## config.mk

```make
export PLATFORM = sky130hd
export DESIGN_NAME = traffic_vehicle_counter
export DESIGN_NICKNAME = d
export VERILOG_FILES = /design/src/rtl/traffic_vehicle_counter.sv
export SDC_FILE = /design/constraint.sdc
export NUM_CORES = 1
export LEC_CHECK = 0
export BUFFER_PORTS_ARGS = -buffer_cell sky130_fd_sc_hd__buf_2
export CAP_MARGIN = 10
export CORE_MARGIN = 8
export CORE_UTILIZATION = 40
export DETAILED_ROUTE_END_ITERATION = 7
export PLACE_DENSITY = 0.65
export SLEW_MARGIN = 5
export SYNTH_ARGS = -nofsm -noshare
export SYNTH_HDL_FRONTEND = slang
export SYNTH_SLANG_ARGS = --single-unit
```

## constraint.sdc

```tcl
create_clock -name clk -period 6.8 [get_ports clk]
set_clock_uncertainty 0.1 [all_clocks]
set_input_delay 0 -clock clk [delete_from_list [all_inputs] [get_ports clk]]
set_output_delay 0 -clock clk [all_outputs]
set_load 0.1 [all_outputs]
```

## src/rtl/traffic_vehicle_counter.sv

```systemverilog
// Four-approach vehicle queue counter: synchronises and debounces raw arrival sensors,
// counts one vehicle per accepted rising level and removes one per departure strobe.
module traffic_vehicle_counter #(
    parameter int DEBOUNCE_CYCLES = 4,
    parameter int CNT_W           = 8
) (
    input  logic       clk,
    input  logic       reset,
    input  logic       sens_ns,
    input  logic       sens_sn,
    input  logic       sens_ew,
    input  logic       sens_we,
    input  logic [3:0] dep_4b,
    output logic [3:0] count_ns_4b,
    output logic [3:0] count_sn_4b,
    output logic [3:0] count_ew_4b,
    output logic [3:0] count_we_4b,
    output logic [3:0] ovf_4b
);

    localparam logic [CNT_W-1:0] CNT_LAST = CNT_W'(DEBOUNCE_CYCLES - 1);

    logic [3:0] sensRaw;
    logic [3:0] countArr [4];

    assign sensRaw = {sens_we, sens_ew, sens_sn, sens_ns};

    for (genvar g = 0; g < 4; g++) begin : g_chan
        logic             s1_q, s2_q;
        logic             db_q, db_d;
        logic [CNT_W-1:0] cnt_q, cnt_d;
        logic             arr;
        logic [3:0]       count_q, count_d;
        logic             ovf_q, ovf_d;

        // Debouncer: s2 must disagree with the accepted level for DEBOUNCE_CYCLES
        // consecutive cycles; only the 0->1 acceptance produces an arrival.
        always_comb begin
            db_d  = db_q;
            cnt_d = cnt_q;
            arr   = 1'b0;
            if (s2_q == db_q) begin
                cnt_d = '0;
            end else if (cnt_q == CNT_LAST) begin
                db_d  = s2_q;
                cnt_d = '0;
                arr   = s2_q;
            end else begin
                cnt_d = cnt_q + CNT_W'(1);
            end
        end

        // Simultaneous arrival and departure cancel, even at the saturation limits.
        always_comb begin
            count_d = count_q;
            ovf_d   = ovf_q;
            case ({arr, dep_4b[g]})
                2'b10: begin
                    if (count_q == 4'd15) ovf_d = 1'b1;
                    else                  count_d = count_q + 4'd1;
                end
                2'b01: begin
                    if (count_q != 4'd0) count_d = count_q - 4'd1;
                end
                default: ;
            endcase
        end

        always_ff @(posedge clk) begin
            if (reset) begin
                s1_q    <= 1'b0;
                s2_q    <= 1'b0;
                db_q    <= 1'b0;
                cnt_q   <= '0;
                count_q <= 4'd0;
                ovf_q   <= 1'b0;
            end else begin
                s1_q    <= sensRaw[g];
                s2_q    <= s1_q;
                db_q    <= db_d;
                cnt_q   <= cnt_d;
                count_q <= count_d;
                ovf_q   <= ovf_d;
            end
        end

        assign countArr[g] = count_q;
        assign ovf_4b[g]   = ovf_q;
    end

    assign count_ns_4b = countArr[0];
    assign count_sn_4b = countArr[1];
    assign count_ew_4b = countArr[2];
    assign count_we_4b = countArr[3];

endmodule

```

### Word level (Yosys, flattened, before mapping)

Cells that the tools add are included.

| word-level totals | value |
|---|---|
| bits in registers | 64 |
| output and inout port bits | 20 |
| word-level logic and storage cells | 112 |

| operators by class | value |
|---|---|
| add/subtract/negate cells | 12 |
| equal/unequal tests | 28 |
| muxes and demuxes | 20 |
| bitwise logic cells | 4 |
| reduce and logical (&&, ||, !) cells | 24 |

Operator list:

| kind | count |
|---|---|
| adder 8 x 1 -> 8 bit, second input constant | 4 |
| == test 8 x 2 -> 1 bit, second input constant | 4 |
| two-way mux 4 bit | 8 |
| one-hot mux 4 bit (2 select lines) | 4 |
| adder 4 x 1 -> 4 bit, second input constant | 4 |
| == test 4 bit, second input constant | 4 |
| != test 2 bit, second input constant | 8 |
| AND reduction 2 bit | 8 |
| nonzero test 4 bit | 4 |
| subtractor 4 x 1 -> 4 bit, second input constant | 4 |
| AND reduction 3 bit | 4 |
| OR reduction 3 bit | 4 |
| == test 2 x 1 -> 1 bit, second input constant | 4 |
| == test 2 bit, second input constant | 4 |
| two-way mux 1 bit | 8 |
| nonzero test 2 bit | 4 |
| == test 1 bit | 4 |
| inverter 1 bit | 4 |

### Longest topological paths before layout

Gate-level depths: netlist (run 1).

| logic depth | value |
|---|---|
| word-level depth | 6 |
| depth in mapped cells | 11 |
| gate-level depth less buffers | 11 |

### Worst setup path after synthesis (run 1)

Ideal clock, no wire load.

| timing path | value |
|---|---|
| path type | reg2reg |
| from | register g_chan[1].cnt_q[4] |
| to | register g_chan[1].count_q[2], in the netlist count_sn_4b[2] |
| setup time | 0.123 ns |
| arrival time | 2.902 ns |
| required time | 6.577 ns |
| path slack | 3.674 ns |
| cell stages (with the launch flop) | 10 |
| buffers on the path | 1 |
| clock period less this slack | 3.126 ns |
| cell sequence | dfxtp_1 -> or4_4 -> or4b_4 -> buf_6 -> nand2_1 -> xnor2_1 -> ha_1 -> or4b_2 -> mux2i_1 -> mux2_1 |

| on the way | value |
|---|---|
| longest elaborated chain between the ends | 6 |

RTL lines:

| element | RTL line | text |
|---|---|---|
| start: declaration | 31 | `logic [CNT_W-1:0] cnt_q, cnt_d;` |
| start signal: assignment | 81 | `cnt_q <= cnt_d;` |
| == test 8 x 2 -> 1 bit * | 44 | `end else if (cnt_q == CNT_LAST) begin` |
| two-way mux 1 bit * | 44 |  |
| two-way mux 1 bit * | 42 | `if (s2_q == db_q) begin` |
| == test 2 x 1 -> 1 bit or == test 2 bit (tied branches) | 57 | `case ({arr, dep_4b[g]})` |
| != test 2 bit (no line) or nonzero test 2 bit (tied branches) | - |  |
| AND reduction 3 bit (no line) | - |  |
| end signal: assignment | 82 | `count_q <= count_d;` |
| end: declaration | 33 | `logic [3:0] count_q, count_d;` |

Every way passes the cells marked *; elsewhere a longest branch is shown, timed or not.
A chain may end at the register's enable or synchronous reset.

### Worst setup path in the final report (run 1)

| timing path | value |
|---|---|
| from | register g_chan[2].cnt_q[0] |
| to | register g_chan[2].count_q[2], in the netlist count_ew_4b[2] |

| on the way | value |
|---|---|
| longest elaborated chain between the ends | 6 |

RTL lines:

| element | RTL line |
|---|---|
| start: declaration | 31 |
| start signal: assignment | 81 |
| == test 8 x 2 -> 1 bit * | 44 |
| two-way mux 1 bit * | 44 |
| two-way mux 1 bit * | 42 |
| == test 2 x 1 -> 1 bit or == test 2 bit (tied branches) | 57 |
| != test 2 bit (no line) or nonzero test 2 bit (tied branches) | - |
| AND reduction 3 bit (no line) | - |
| end signal: assignment | 82 |
| end: declaration | 33 |

Marked as above.

==> results.md, run 1 <==
* Final hold vios at 0
* Crit Path Class: flop to flop
* Number of flops mapped to enable cells by yosys at 0
* PostCTS Resize Cnt at 0
* Setup bufs post-CTS at 0
* Fillers at 744
* Yosys warnings at 0
* Critical Path Start Type: flop
* Clock latency on the worst-skew pair at 0.33 ns
* Most common cell in the netlist: dfxtp_1
* Clock buffer depth at 2
* Vias after detailed routing at 2409
* Pwr dens at a little under 300 nW/um^2
* Status: finished clean
* Hold_buf cts at 7
* Clk sinks at 64
* Wire per inst at about 11 um
* Max-cap violation count at 0
* FF+latch count, synth at between 60 and 70
* Synth area leaders: dfxtp_1 (41%), nor2_1 (6.2%), xor2_1 (4.8%), xnor2_1 (4.5%), ha_1 (4.4%)
* Ys async rst share at 0
* Critical path capture point type: flop
* Achievable clock frequency at approximately 0.31 GHz
* Sequential area share after synthesis at 0.414
* Synth Flop Type: dfxtp_1
* Cts bufs inserted at 9
* Synth Cell Area at slightly above 3000 sq um
* Share of layout cells above drive strength 1 at 0.165
* Flop pwr share at 0.426
* Syn avg cell area at roughly 9 sq um
* Die Ht at about 100 um
* Gr usage total at 0.104
* Most instantiated cells after synthesis: dfxtp_1 (64), nor2_1 (51), nand3_1 (19), nor2b_1 (18), xor2_1 (17)
* Inst Count DP at 455
* Initial antenna violation count at 0
* Area delta synth->final at 14.2%
* First drt pass iteration count at 4
* Initial DRC count at ~180
* Pin count of the biggest net entering global routing at 47
* H-tree levels at 3
* Post-route ant nets at 0
* DRC violations left at 0
* CTS clk-pin slew, worst paths at 0.07 ns
* Post-DP HPWL at 3780 um
* GPL Wtd Cong at slightly below 0.8
* Port Buf Inserts at 29
* Setup TNS at 0 ns
* Critical Path RT at roughly 7 ns
* Slew Viols, Final at 0
* Total gr overflow at 0
* Tmin final at about 3.3 ns
* Slew headroom at 0.481
* Row cnt at 32
* RSZ-0062 raised after global routing: false
* Worst slew pin tran at around 0.78 ns
* Cells after Synth at between 300 and 400
* Setup Viol. Count Final at 0
* Worst hold path class: input pin to flop
* Die W at just over 100 um
* Max VDD drop at approximately 350 uV
* # IOs at 30
* Initial core utilization at 0.407
* Internal at about 0.65 mW
* DIE AREA at approximately 11000 sq um
* Drt total wl at approximately 5400 um
* Post-Syn Nets at about 360
* Final core occ at 0.465
* Netlist cell types at between 50 and 60
* Part of the power in combinational logic at 0.275
* CTS tree: built
* Synth top area share at 0.414
* Leakage at between 1 and 1.5 nW
* Vias per cell at slightly above 5
* Final Cycle Share at 0.480
* Biggest area consumer among synthesized cells: dfxtp_1
* Switching power share of the total at 0.367
* Final #Nets at 392
* ANT cells at 0
* Switching power at around 0.38 mW
* CTS root buffer: clkbuf_8
* Fin cells at 477
* CP max FO at 5
* Core area at approximately 7600 sq um
* First-pass GRT wire length at slightly below 10000 um
* Number of global-route vias before repair at 2264
* Clk pwr share at 0.299
* Arr. time, crit path at about 3.4 ns
## layout by cell type, fill, tap and decap left out, types with 4 or more instances in the layout
cell,instances
ha_1,11
xnor2_1,16
and3_1,10
or3_1,4
nand2b_1,6
a21oi_1,9
dfxtp_1,64
mux2i_1,9
clkbuf_8,9
inv_1,13
nor3_1,10
nand2_1,11
nor2b_1,18
buf_2,29
dlygate4sd3_1,7
nor2_1,51
mux2_2,6
xor2_1,17
nand3_1,19
a41oi_1,5
## flip-flops by register name (all words and copies together) (netlist names)
register / flops
g_chan.s1_q: 4
g_chan.ovf_q: 4
g_chan.cnt_q: 32
count_ew_4b: 4
count_we_4b: 4
count_ns_4b: 4
g_chan.s2_q: 4
g_chan.db_q: 4
count_sn_4b: 4
## critical path, cell delays in order (launching register included)
cell      delay, ns
dfxtp_1        0.35
ha_1           0.21
or4b_2         0.59
nor4_1         0.45
nand3b_1       0.20
ha_1           0.29
xor2_1         0.16
ha_1           0.19
a21oi_1        0.14
xnor2_1        0.16
a211oi_1       0.10
a41o_1         0.23
## layout make-up
cell class	count	area [sq um]	area share
Multi-Input combinational cell	247	1680	0.475
Sequential cell	64	1280	0.362
Clock buffer	9	124	0.0350
Inverter	13	48.8	0.0138
Tap cell	102	128	0.0361
Timing Repair Buffer	36	215	0.0609
Clock inverter	6	61.3	0.0173
## cells by family (layout without fill, tap and decap cells)
group / count (synthesis) / in the layout / share of synthesized area
xor gates and xnor gates: 33 / 33 / 0.0934
adders and majority gates: 11 / 11 / 0.0445
muxes: 18 / 18 / 0.0631
AOI/OAI and AO/OA: 35 / 35 / 0.0881
buffers and inverters: 30 / 64 / 0.0441
DFF: 64 / 64 / 0.414
and+or+nand+nor: 150 / 150 / 0.253
## layer usage
metal | track usage | vias up | share of wire
met1 | 0.120 | 1121 | 0.49
met5 | 0 | - | 0
met4 | 0.0527 | 0 | 0.010
met3 | 0.0310 | 5 | 0.042
li1 | - | 1239 | -
met2 | 0.169 | 44 | 0.46
## worst paths after layout
path | startpoint | to | slack [ns] | depth (start not counted)
setup / recovery | g_chan[2].cnt_q[0]$_SDFF_PP0_ | count_ew_4b[2]$_SDFFE_PP0P_ | 3.54 | 11
hold / removal | reset | g_chan[2].ovf_q$_SDFFE_PP0P_ | 0.14 | 2
setup reg to reg | g_chan[2].cnt_q[0]$_SDFF_PP0_ | count_ew_4b[2]$_SDFFE_PP0P_ | 3.54 | 11
hold reg to reg | g_chan[2].s1_q$_SDFF_PP0_ | g_chan[2].s2_q$_SDFF_PP0_ | 0.34 | 1
## power by group through the flow
stage	sequential, mW	combinational, mW	clock [mW]
after floorplan	0.566	0.111	0
after global placement	0.442	0.275	0
after detailed placement	0.443	0.279	0
after CTS	0.435	0.283	0.320
after global routing	0.441	0.301	0.338
final	0.436	0.281	0.306
## through the flow
stage                     hold slack, ns  worst slack, ns  area [sq um]  total power [mW]
after floorplan                   0.0282             3.67          3100             0.677
after global placement             0.109             3.66          3280             0.716
after detailed placement           0.115             3.53          3280             0.722
after CTS                          0.139             3.52          3540              1.04
after global routing               0.181             3.32          3540              1.08
final                              0.138             3.54          3540              1.02
(Power assumes the default switching activity.)
==> inputs of run 2 (changes only) <==
--- a/config.mk
+++ b/config.mk
@@ -5,12 +5,13 @@
 export SDC_FILE = /design/constraint.sdc
 export NUM_CORES = 1
 export LEC_CHECK = 0
+export ABC_AREA = 1
 export BUFFER_PORTS_ARGS = -buffer_cell sky130_fd_sc_hd__buf_2
 export CAP_MARGIN = 10
 export CORE_MARGIN = 8
 export CORE_UTILIZATION = 40
 export DETAILED_ROUTE_END_ITERATION = 7
-export PLACE_DENSITY = 0.65
+export PLACE_DENSITY = 0.67
 export SLEW_MARGIN = 5
 export SYNTH_ARGS = -nofsm -noshare
 export SYNTH_HDL_FRONTEND = slang
==> constraint.sdc (replaced) <==
create_clock -name clk -period 2.76 [get_ports clk]
set_clock_uncertainty 0.1 [all_clocks]
set_input_delay 0 -clock clk [delete_from_list [all_inputs] [get_ports clk]]
set_output_delay 0 -clock clk [all_outputs]
set_load 0.1 [all_outputs]
==> run 2 against run 1 <==
  * Global-route usage grew 0.99 points
  * Sequential power grew to 2.5 times the previous value
  * Critical path depth rose by 2
  * Clock power grew to 2.7 times the previous value
  * Wire length up 11%
  * Highest routed layer unchanged
==> results.md, run 2 <==
* Crit Path Class: flop to flop
* Most frequent cells in the layout: nand2_1 (77), inv_1 (75), nor2_1 (65)
* Synth top area share at 0.391
* Achievable clock frequency at between 0.4 and 0.5 GHz
* Post-DP HPWL at roughly 4400 um
* Max VDD drop at 391 uV
* Vias after detailed routing at between 2000 and 3000
* First drt pass iteration count at 4
* Yosys warnings at 0
* Most common cell in the netlist: nand2_1
* Syn avg cell area at a little over 7 sq um
* Switching power at ~1.3 mW
* Most instantiated cells after synthesis: nand2_1 (77), inv_1 (75), nor2_1 (65), dfxtp_1 (64), nand3_1 (33)
* ANT cells at 0
* Cts bufs inserted at 9
* Post-route ant nets at 0
* Initial core utilization at 0.405
* Setup Viol. Count Final at 0
* CP max FO at 4
* Total gr overflow at 0
* Netlist cell types at 33
* Flop pwr share at 0.359
* RSZ-0062 raised after global routing: false
* Arr. time, crit path at between 2 and 2.5 ns
* CP most frequent cell: ha_1
* Biggest register: g_chan.cnt_q
* M3 GR Usage at 0.0345
* Wire per inst at between 9 and 10 um
* Status: finished clean
* Fillers at 800
* Tmin final at 2.20 ns
* Part of the power in combinational logic at 0.377
* FF+latch count, synth at 64
* WP buf/inv at 1
* Initial antenna violation count at 0
* Critical path capture point type: flop
* Final #Nets at 520
* Cells after Synth at between 400 and 500
* Switching power share of the total at 0.436
* CP delay by family, top: adder cells
* Biggest area consumer among synthesized cells: dfxtp_1
* Setup bufs post-CTS at 0
* GR Util met1 at 0.126
* Crit-path cells: ha_1, nand2_1, nor2_1, nand3_1, ha_1, nand2_1, inv_1, nor2_1, ha_1, a21oi_1, xor2_1, o21ai_0, a21oi_1
* Hold_buf cts at 12
* Final hold vios at 0
* Area delta synth->final at 17.4%
* # IOs at 30
* Final instance area at a little under 4000 sq um
* Synth area leaders: dfxtp_1 (39%), nand2_1 (8.8%), inv_1 (8.6%), nor2_1 (7.5%), nand3_1 (5.0%)
* Die Ht at 106 um
* Clk sinks at 64
* Share of layout cells above drive strength 1 at 0.169
* Critical path's slowest cell: dfxtp_1
* Critical Path Start Type: flop
* PnR Total Power at roughly 3 mW
* First-pass GRT wire length at about 11000 um
* Pwr dens at around 800 nW/um^2
* Ys async rst share at 0
* Final Cycle Share at 0.799
* DIE AREA at 11300 sq um
* Internal at 1.74 mW
* Leakage at 1.75 nW
* Port Buf Inserts at 29
* Drt total wl at around 6000 um
* Die W at ~110 um
* Max stage delay on crit path at 0.38 ns
* Gr usage total at 0.113
* Routing usage on met2 at 0.193
* GPL Wtd Cong at about 0.84
* Initial DRC count at 79
* CTS root buffer: clkbuf_8
* Max-cap violation count at 0
* Clock latency on the worst-skew pair at roughly 0.34 ns
* Gr busiest metal: met2
* Setup TNS at 0 ns
* Number of flops mapped to enable cells by yosys at 0
* H-tree levels at 3
* Worst hold path class: input pin to flop
* Clock buffer depth at 2
* DRC violations left at 0
* Sequential area share after synthesis at 0.391
* Slew headroom at 0.663
* Pin count of the biggest net entering global routing at 26
* Core area at about 8100 sq um
* Max FFs per register at 32
* Critical Path RT at 2.89 ns
* Synth Flop Type: dfxtp_1
* Vias per cell at ~4.6
* Number of global-route vias before repair at approximately 2500
* Synth Cell Area at 3270 sq um
* Post-Syn Nets at 474
* CTS clk-pin slew, worst paths at 0.07 ns
* Worst slew pin tran at approximately 0.51 ns
* Most common cell after layout, fill and taps aside: nand2_1
* Row cnt at 33
* CTS tree: built
* Placed inst area at 3520 sq um
* Slew Viols, Final at 0
* Clk pwr share at 0.264
* PostCTS Resize Cnt at 0
==> run 2: cell count changes after synthesis, moves of 9 or more <==
cell	previous run	this run
nor2_1	51	65
xnor2_1	16	3
nand2_1	11	77
a21oi_1	9	28
xor2_1	17	8
and3_1	10	0
nand3_1	19	33
o21ai_0	0	15
nor2b_1	18	0
mux2i_1	9	0
inv_1	13	75
==> run 2: worst paths after layout <==
| kind | from | to | slack (ns) | cells past startpoint |
|---|---|---|---|---|
| worst min register to register | g_chan[2].s1_q$_SDFF_PP0_ | g_chan[2].s2_q$_SDFF_PP0_ | 0.30 | 2 |
| worst max-delay path | g_chan[2].cnt_q[0]$_SDFF_PP0_ | count_ew_4b[2]$_SDFFE_PP0P_ | 0.56 | 13 |
| worst max register to register | g_chan[2].cnt_q[0]$_SDFF_PP0_ | count_ew_4b[2]$_SDFFE_PP0P_ | 0.56 | 13 |
| worst min-delay path | dep_4b[2] | g_chan[2].ovf_q$_SDFFE_PP0P_ | 0.14 | 5 |
==> run 2: kinds of logic (layout without fill, tap and decap cells) <==
group                    Yosys count  after routing  synth area share
XOR/XNOR                          11             11            0.0294
flip-flops                        64             64             0.391
adder cells (fa/ha/maj)           11             11            0.0420
buffers and inverters             87            138             0.104
AO/OA/AOI/OAI                     57             57             0.107
AND/OR/NAND/NOR                  223            223             0.326
==> run 2: metal layers <==
| layer | wire [um] | share of wire |
|---|---|---|
| met5 | 0 | 0 |
| met4 | 116 | 0.019 |
| met1 | 2880 | 0.48 |
| met2 | 2810 | 0.47 |
| met3 | 203 | 0.034 |
==> run 2: worst reg2reg max path, cell delays in order (launching register included) <==
cell	delay, ns
dfxtp_1	0.38
ha_1	0.22
nand2_1	0.06
nor2_1	0.13
nand3_1	0.13
ha_1	0.24
nand2_1	0.08
inv_1	0.05
nor2_1	0.14
ha_1	0.16
a21oi_1	0.04
xor2_1	0.16
o21ai_0	0.16
a21oi_1	0.05
==> run 2: area by class of cell <==
| cell class | instances | area, sq um | area share |
|---|---|---|---|
| inverter | 80 | 300 | 0.0781 |
| clock buffer | 11 | 151 | 0.0394 |
| timing repair buffer | 42 | 273 | 0.0710 |
| clock inverter | 5 | 55.1 | 0.0143 |
| tap | 105 | 131 | 0.0342 |
| multi-input combinational | 302 | 1650 | 0.430 |
| sequential | 64 | 1280 | 0.333 |
==> run 2: power by group through the flow <==
stage / combinational (mW) / sequential (mW) / clock, mW
2_1_floorplan: 0.466 / 1.63 / 0
3_3_place_gp: 1.15 / 1.12 / 0
3_5_place_dp: 1.16 / 1.13 / 0
4_1_cts: 1.17 / 1.11 / 0.843
5_1_grt: 1.27 / 1.12 / 0.881
6_report: 1.17 / 1.11 / 0.815
==> run 2: metrics by stage <==
step,worst slack [ns],cells,hold slack (ns),util
CTS,0.536,609,0.132,0.475
floorplan,0.655,453,-0.0309,-
global route,0.323,609,0.174,0.475
detailed placement,0.549,581,0.105,0.435
finish,0.555,609,0.138,0.475
global placement,0.641,581,0.101,0.435
